**src/rtl/group_sel_sequencer_pkg.sv**
```systemverilog
// group_sel_pkg: shared widths, FSM state, step direction and default slot population
package group_sel_pkg;
  localparam int SEL_W = 4;
  localparam int NSLOT = 1 << SEL_W;
  localparam logic [NSLOT-1:0] DEFAULT_SLOT_MASK = 16'hFEFF;
  typedef enum logic {IDLE, SEARCH} state_t;
  typedef enum logic {DIR_FWD, DIR_BWD} dir_t;
endpackage

```
**src/rtl/group_sel_sequencer_btn_debounce.sv**
```systemverilog
// btn_debounce: synchronises a raw button, debounces its level and pulses on each accepted press
module btn_debounce #(
  parameter int DEB_CYCLES = 1000
) (
  input  logic clk,
  input  logic rst_n,
  input  logic raw,
  output logic rise
);
  localparam int CW = DEB_CYCLES > 1 ? $clog2(DEB_CYCLES) : 1;
  logic [1:0] sync;
  logic [CW-1:0] cnt;
  logic level;
  logic flip;
  assign flip = sync[1] != level && cnt == CW'(DEB_CYCLES - 1);
  // two-flop synchroniser for the asynchronous button input
  always_ff @(posedge clk or negedge rst_n)
    if (!rst_n) sync <= '0;
    else sync <= {sync[0], raw};
  // count consecutive samples differing from the accepted level; flip once the run is long enough
  always_ff @(posedge clk or negedge rst_n)
    if (!rst_n) begin
      cnt <= '0;
      level <= 1'b0;
      rise <= 1'b0;
    end else begin
      cnt <= (sync[1] == level || flip) ? '0 : cnt + 1'b1;
      level <= level ^ flip;
      rise <= flip && !level;
    end
endmodule

```
**src/rtl/group_sel_sequencer.sv**
```systemverilog
// group_sel_sequencer: steps the mux select over populated slots; optional auto-scan with SEL_SCAN_EN
module group_sel_sequencer
  import group_sel_pkg::*;
#(
  parameter int NSLOT = group_sel_pkg::NSLOT,
  parameter int SEL_W = group_sel_pkg::SEL_W,
  parameter logic [NSLOT-1:0] SLOT_MASK = DEFAULT_SLOT_MASK,
  parameter int DEB_CYCLES = 1000,
  parameter int SCAN_PERIOD = 1_000_000
) (
  input  logic clk,
  input  logic rst_n,
  input  logic ena,
  input  logic btn_next,
  input  logic btn_prev,
  input  logic load,
  input  logic [SEL_W-1:0] load_sel,
  input  logic scan_mode,
  output logic [SEL_W-1:0] sel,
  output logic sel_change,
  output logic busy
);
  state_t state, state_nx;
  dir_t dir, dir_nx;
  logic [SEL_W-1:0] cand, cand_nx;
  logic manual, manual_nx;
  logic next_ev, prev_ev, scan_tick;
  logic idle_act, take, back, hit;
  btn_debounce #(.DEB_CYCLES(DEB_CYCLES)) u_next (.clk(clk), .rst_n(rst_n), .raw(btn_next), .rise(next_ev));
  btn_debounce #(.DEB_CYCLES(DEB_CYCLES)) u_prev (.clk(clk), .rst_n(rst_n), .raw(btn_prev), .rise(prev_ev));
  assign idle_act = state == IDLE && ena;
  assign take = idle_act && (load || next_ev || prev_ev || scan_tick);
  assign back = !load && !next_ev && prev_ev;
  assign hit = state == SEARCH && SLOT_MASK[cand];
`ifdef SEL_SCAN_EN
  localparam int TW = SCAN_PERIOD > 1 ? $clog2(SCAN_PERIOD) : 1;
  logic [TW-1:0] timer;
  logic counting;
  assign counting = scan_mode && idle_act;
  assign scan_tick = counting && timer == TW'(SCAN_PERIOD - 1);
  // scan timer: runs only while idle and enabled, restarts on wrap, scan off or a manual commit
  always_ff @(posedge clk or negedge rst_n)
    if (!rst_n) timer <= '0;
    else if (!scan_mode || scan_tick || (hit && manual)) timer <= '0;
    else if (counting) timer <= timer + 1'b1;
`else
  logic unused_scan;
  assign unused_scan = ^{scan_mode, manual, SCAN_PERIOD[0]};
  assign scan_tick = 1'b0;
`endif
  // FSM state, candidate, direction and event-origin registers
  always_ff @(posedge clk or negedge rst_n)
    if (!rst_n) begin
      state <= IDLE;
      dir <= DIR_FWD;
      cand <= '0;
      manual <= 1'b0;
    end else begin
      state <= state_nx;
      dir <= dir_nx;
      cand <= cand_nx;
      manual <= manual_nx;
    end
  // next state: idle arbitrates load > next > prev > scan; search walks one candidate per cycle
  always_comb begin
    state_nx = state;
    dir_nx = dir;
    cand_nx = cand;
    manual_nx = manual;
    if (state == IDLE) begin
      if (take) begin
        state_nx = SEARCH;
        dir_nx = back ? DIR_BWD : DIR_FWD;
        cand_nx = load ? load_sel : back ? sel - 1'b1 : sel + 1'b1;
        manual_nx = load || next_ev || prev_ev;
      end
    end else if (hit) state_nx = IDLE;
    else cand_nx = dir == DIR_BWD ? cand - 1'b1 : cand + 1'b1;
  end
  // outputs: busy follows the search state
  always_comb busy = state == SEARCH;
  // committed select and its one-cycle change pulse
  always_ff @(posedge clk or negedge rst_n)
    if (!rst_n) begin
      sel <= '0;
      sel_change <= 1'b0;
    end else begin
      sel <= hit ? cand : sel;
      sel_change <= hit;
    end
endmodule

```
**config.mk**
```make
export PLATFORM = sky130hd
export DESIGN_NAME = group_sel_sequencer
export DESIGN_NICKNAME = d
export VERILOG_FILES = /design/src/rtl/group_sel_sequencer_pkg.sv /design/src/rtl/group_sel_sequencer_btn_debounce.sv /design/src/rtl/group_sel_sequencer.sv
export SDC_FILE = /design/constraint.sdc
export NUM_CORES = 1
export LEC_CHECK = 0
export BUFFER_PORTS_ARGS = -buffer_cell sky130_fd_sc_hd__clkbuf_2
export CAP_MARGIN = 10
export CORE_MARGIN = 3
export CORE_UTILIZATION = 37
export CTS_BUF_LIST = sky130_fd_sc_hd__clkbuf_8
export CTS_CLUSTER_DIAMETER = 40
export DETAILED_ROUTE_END_ITERATION = 16
export PLACE_DENSITY = 0.59
export REMOVE_ABC_BUFFERS = 1
export SKIP_LAST_GASP = 1
export SYNTH_ARGS = -nofsm -noshare
export SYNTH_HDL_FRONTEND = slang
export SYNTH_SLANG_ARGS = --single-unit
```
**constraint.sdc**
```tcl
create_clock -name clk -period 3.45 [get_ports clk]
set_input_delay 0 -clock clk [delete_from_list [all_inputs] [get_ports clk]]
set_output_delay 0 -clock clk [all_outputs]
set_load 0.01 [all_outputs]
```
==> results.json <==
{
  "fmax_ghz": 0.447,
  "ys_warn_count": 0,
  "grt_usage_pct": 11.9,
  "clkLatencyLatePin_ns": 0.28,
  "finalPower_mw": 1.17,
  "crit_path_top_delay_cell": "dfrtp_1",
  "slowest_delay_ns": 0.45,
  "timing.final.crit_share_pct": 64.8,
  "clk_pin_slew_ns": 0.08,
  "synth_area_per_cell_sq_um": 10.5,
  "relSlewSlack_pct": 36.9,
  "netSwitchingPower_mw": 0.327,
  "synth_edf_count": 0,
  "seq_area_sq_um": 976,
  "io_pins": 17,
  "core_sq_um": 4820,
  "wirelength_mm": 3.23,
  "start_kind": "register",
  "clock_sinks": 39,
  "synth_area_sq_um": 1870,
  "cts_buffers": 5,
  "vias": 1313,
  "port_buffers": 15,
  "num-nets-final": 219,
  "die_x_um": 77.1,
  "drive_gt1_share_pct": 15.3,
  "worst_pin_slew_ns": 0.946,
  "end_kind": "register",
  "cts_tree": "done",
  "pwr-share-clk_pct": 33.2,
  "grt_overflow": 0,
  "ys_types": 38,
  "cts-root-buf": "clkbuf_8",
  "hold_ws_ns": 0.0965,
  "place_inst": 258,
  "synth_seq_cells": 39,
  "seqPwrFrac_pct": 49.4,
  "cts_max_level": 2,
  "multiInputGateArea_sq_um": 861,
  "fill_cells": 479,
  "fin_worst_skew_ns": 0.00910,
  "fin_crit_ns": 2.24,
  "synth-seq-area-share_pct": 52.1,
  "dieHeight_um": 77.1,
  "rsz0062_at_grt": "false",
  "post-route-util_pct": 45.2,
  "areaGrowthSynthToFinish_pct": 16.2,
  "min_path_type": "input pin to register",
  "yosys.area.top_type": "dfrtp_1",
  "grt_max_degree": 40,
  "p_comb_share_pct": 17.5,
  "n_antenna_cell": 0,
  "wl_per_cell_um": 12.0,
  "cts_resized": 0,
  "crit_required_ns": 3.68,
  "drv_cap": 0,
  "intPower_mw": 0.841,
  "yosysMostFrequentCell": "dfrtp_1",
  "grt_pass1_wl_mm": 5.71,
  "grt_pass1_vias": 1215,
  "vias_per_cell": 4.86,
  "status": "finished, final reports clean",
  "finalNonFillerCells": 270,
  "rows": 25,
  "critPathArrivalTime_ns": 2.46,
  "drc": 0,
  "ant_nets": 0,
  "dieArea_sq_um": 5950,
  "p_per_area_nw_per_um2": 537,
  "synth_top_area_share_pct": 52.1,
  "path_cells": "nor3b_1 -> xor2_1 -> ha_1 -> o21ai_0 -> mux2_2 -> a2111oi_0 -> a211o_1",
  "postSynth.asyncResetShare_pct": 100,
  "cts_max_path_buffers": 2,
  "setup_viol": 0,
  "p_leak_nw": 0.966,
  "start_util_pct": 38.9,
  "dp_hpwl_mm": 2.28,
  "hold_viol_final": 0,
  "netlist_instances": 179,
  "post_cts_buffers": 0,
  "cp_max_fo": 7,
  "antenna_found_initial": 0,
  "dr.pass1.iters": 4,
  "ir_drop_mv": 0.295,
  "ys_top_cells_by_area": "dfrtp_1 (52%), xnor2_1 (5.6%), nor2_1 (5.4%)",
  "maxSlewViolCount": 0,
  "first_iter_violations": 65,
  "finalSetupTns_ns": 0,
  "path_class": "register to register",
  "synth_commonest_cells": "dfrtp_1 (39), nor2_1 (27), nand2_1 (14)",
  "gp_congestion": 0.797,
  "ys.flop_type": "dfrtp_1",
  "swShare_pct": 28.0
}
## cell families (layout without fill, tap and decap cells)
| family | after synthesis | count (layout) | synth area share (%) |
|---|---|---|---|
| DFF | 39 | 39 | 52.1 |
| buffers and inverters | 9 | 33 | 1.87 |
| AOI/OAI and AO/OA | 18 | 18 | 6.35 |
| muxes | 8 | 8 | 4.75 |
| xor gates and xnor gates | 20 | 20 | 9.36 |
| and+or+nand+nor | 79 | 79 | 21.1 |
| adders and majority gates | 6 | 6 | 4.41 |
## critical path, delay by kind of cell, from the launching register on
kind,cells,cell delay (ns)
muxes,1,0.26
adders and majority gates,1,0.22
xor gates and xnor gates,1,0.19
DFF,1,0.45
and+or+nand+nor,1,0.43
AOI/OAI and AO/OA,3,0.62
## area by class of cell
class,count,area share [%]
Clock buffer,6,3.80
Inverter,6,1.04
Clock inverter,2,1.61
Multi-Input combinational cell,131,39.6
Sequential cell,39,44.9
Timing Repair Buffer,19,5.29
Tap cell,67,3.85
## power by group through the flow
stage | registers, mW | logic, mW | clock network, mW
floorplan | 0.576 | 0.128 | 0
global placement | 0.584 | 0.201 | 0
detailed placement | 0.585 | 0.203 | 0
CTS | 0.574 | 0.209 | 0.399
global route | 0.587 | 0.232 | 0.424
finish | 0.576 | 0.204 | 0.387
## state kept, by name, summed over array words and instances (netlist names), named ones only
signal	cells
u_prev.rise	1
u_prev.sync	2
cand	4
busy	1
sel_change	1
dir	1
u_next.sync	2
u_next.cnt	10
u_next.rise	1
u_prev.cnt	10
sel	4
## final timing paths
kind / from / cells past startpoint / to / slack (ns)
worst max-delay path: u_next.rise$_DFF_PN0_ / 7 / cand[2]$_DFFE_PN0P_ / 1.21
worst min-delay path: load_sel[2] / 4 / cand[2]$_DFFE_PN0P_ / 0.1
worst max register to register: u_next.rise$_DFF_PN0_ / 7 / cand[2]$_DFFE_PN0P_ / 1.21
worst min register to register: u_next.sync[0]$_DFF_PN0_ / 0 / u_next.sync[1]$_DFF_PN0_ / 0.35
max in group asynchronous: rst_n / 2 / u_next.cnt[1]$_DFF_PN0_ / 2.46
min in group asynchronous: rst_n / 2 / sel[0]$_DFFE_PN0P_ / 0.39
## metrics by stage
stage	setup slack, ns	area [sq um]
final	1.21	2180
after global routing	1.04	2180
after detailed placement	1.26	2020
after floorplan	1.43	1860
after global placement	1.27	2020
after CTS	1.22	2180
## timing repair
action | in CTS | in global routing
endpoints found under the hold margin | 42 | 0
hold buffers | 4 | 0
setup endpoints to repair | 0 | 0
## layout by cell type, fill, tap and decap left out, types with 6 or more instances in the layout
cell type / instances
clkbuf_2: 15
clkbuf_8: 6
dfrtp_1: 39
inv_1: 6
nand2_1: 14
nand3_1: 8
nor2_1: 27
nor3_1: 8
xnor2_1: 12
xor2_1: 8
## layer usage
layer	vias to the layer above	part of all wire [%]	track usage, %	wire length [um]
met2	37	41	17.0	1340
met1	609	52	16.8	1670
li1	660	-	-	-
met4	0	1.6	4.80	53
met5	-	0	0	0
met3	7	5.3	3.52	171
No activity file was read; power rests on OpenSTA's default activity.
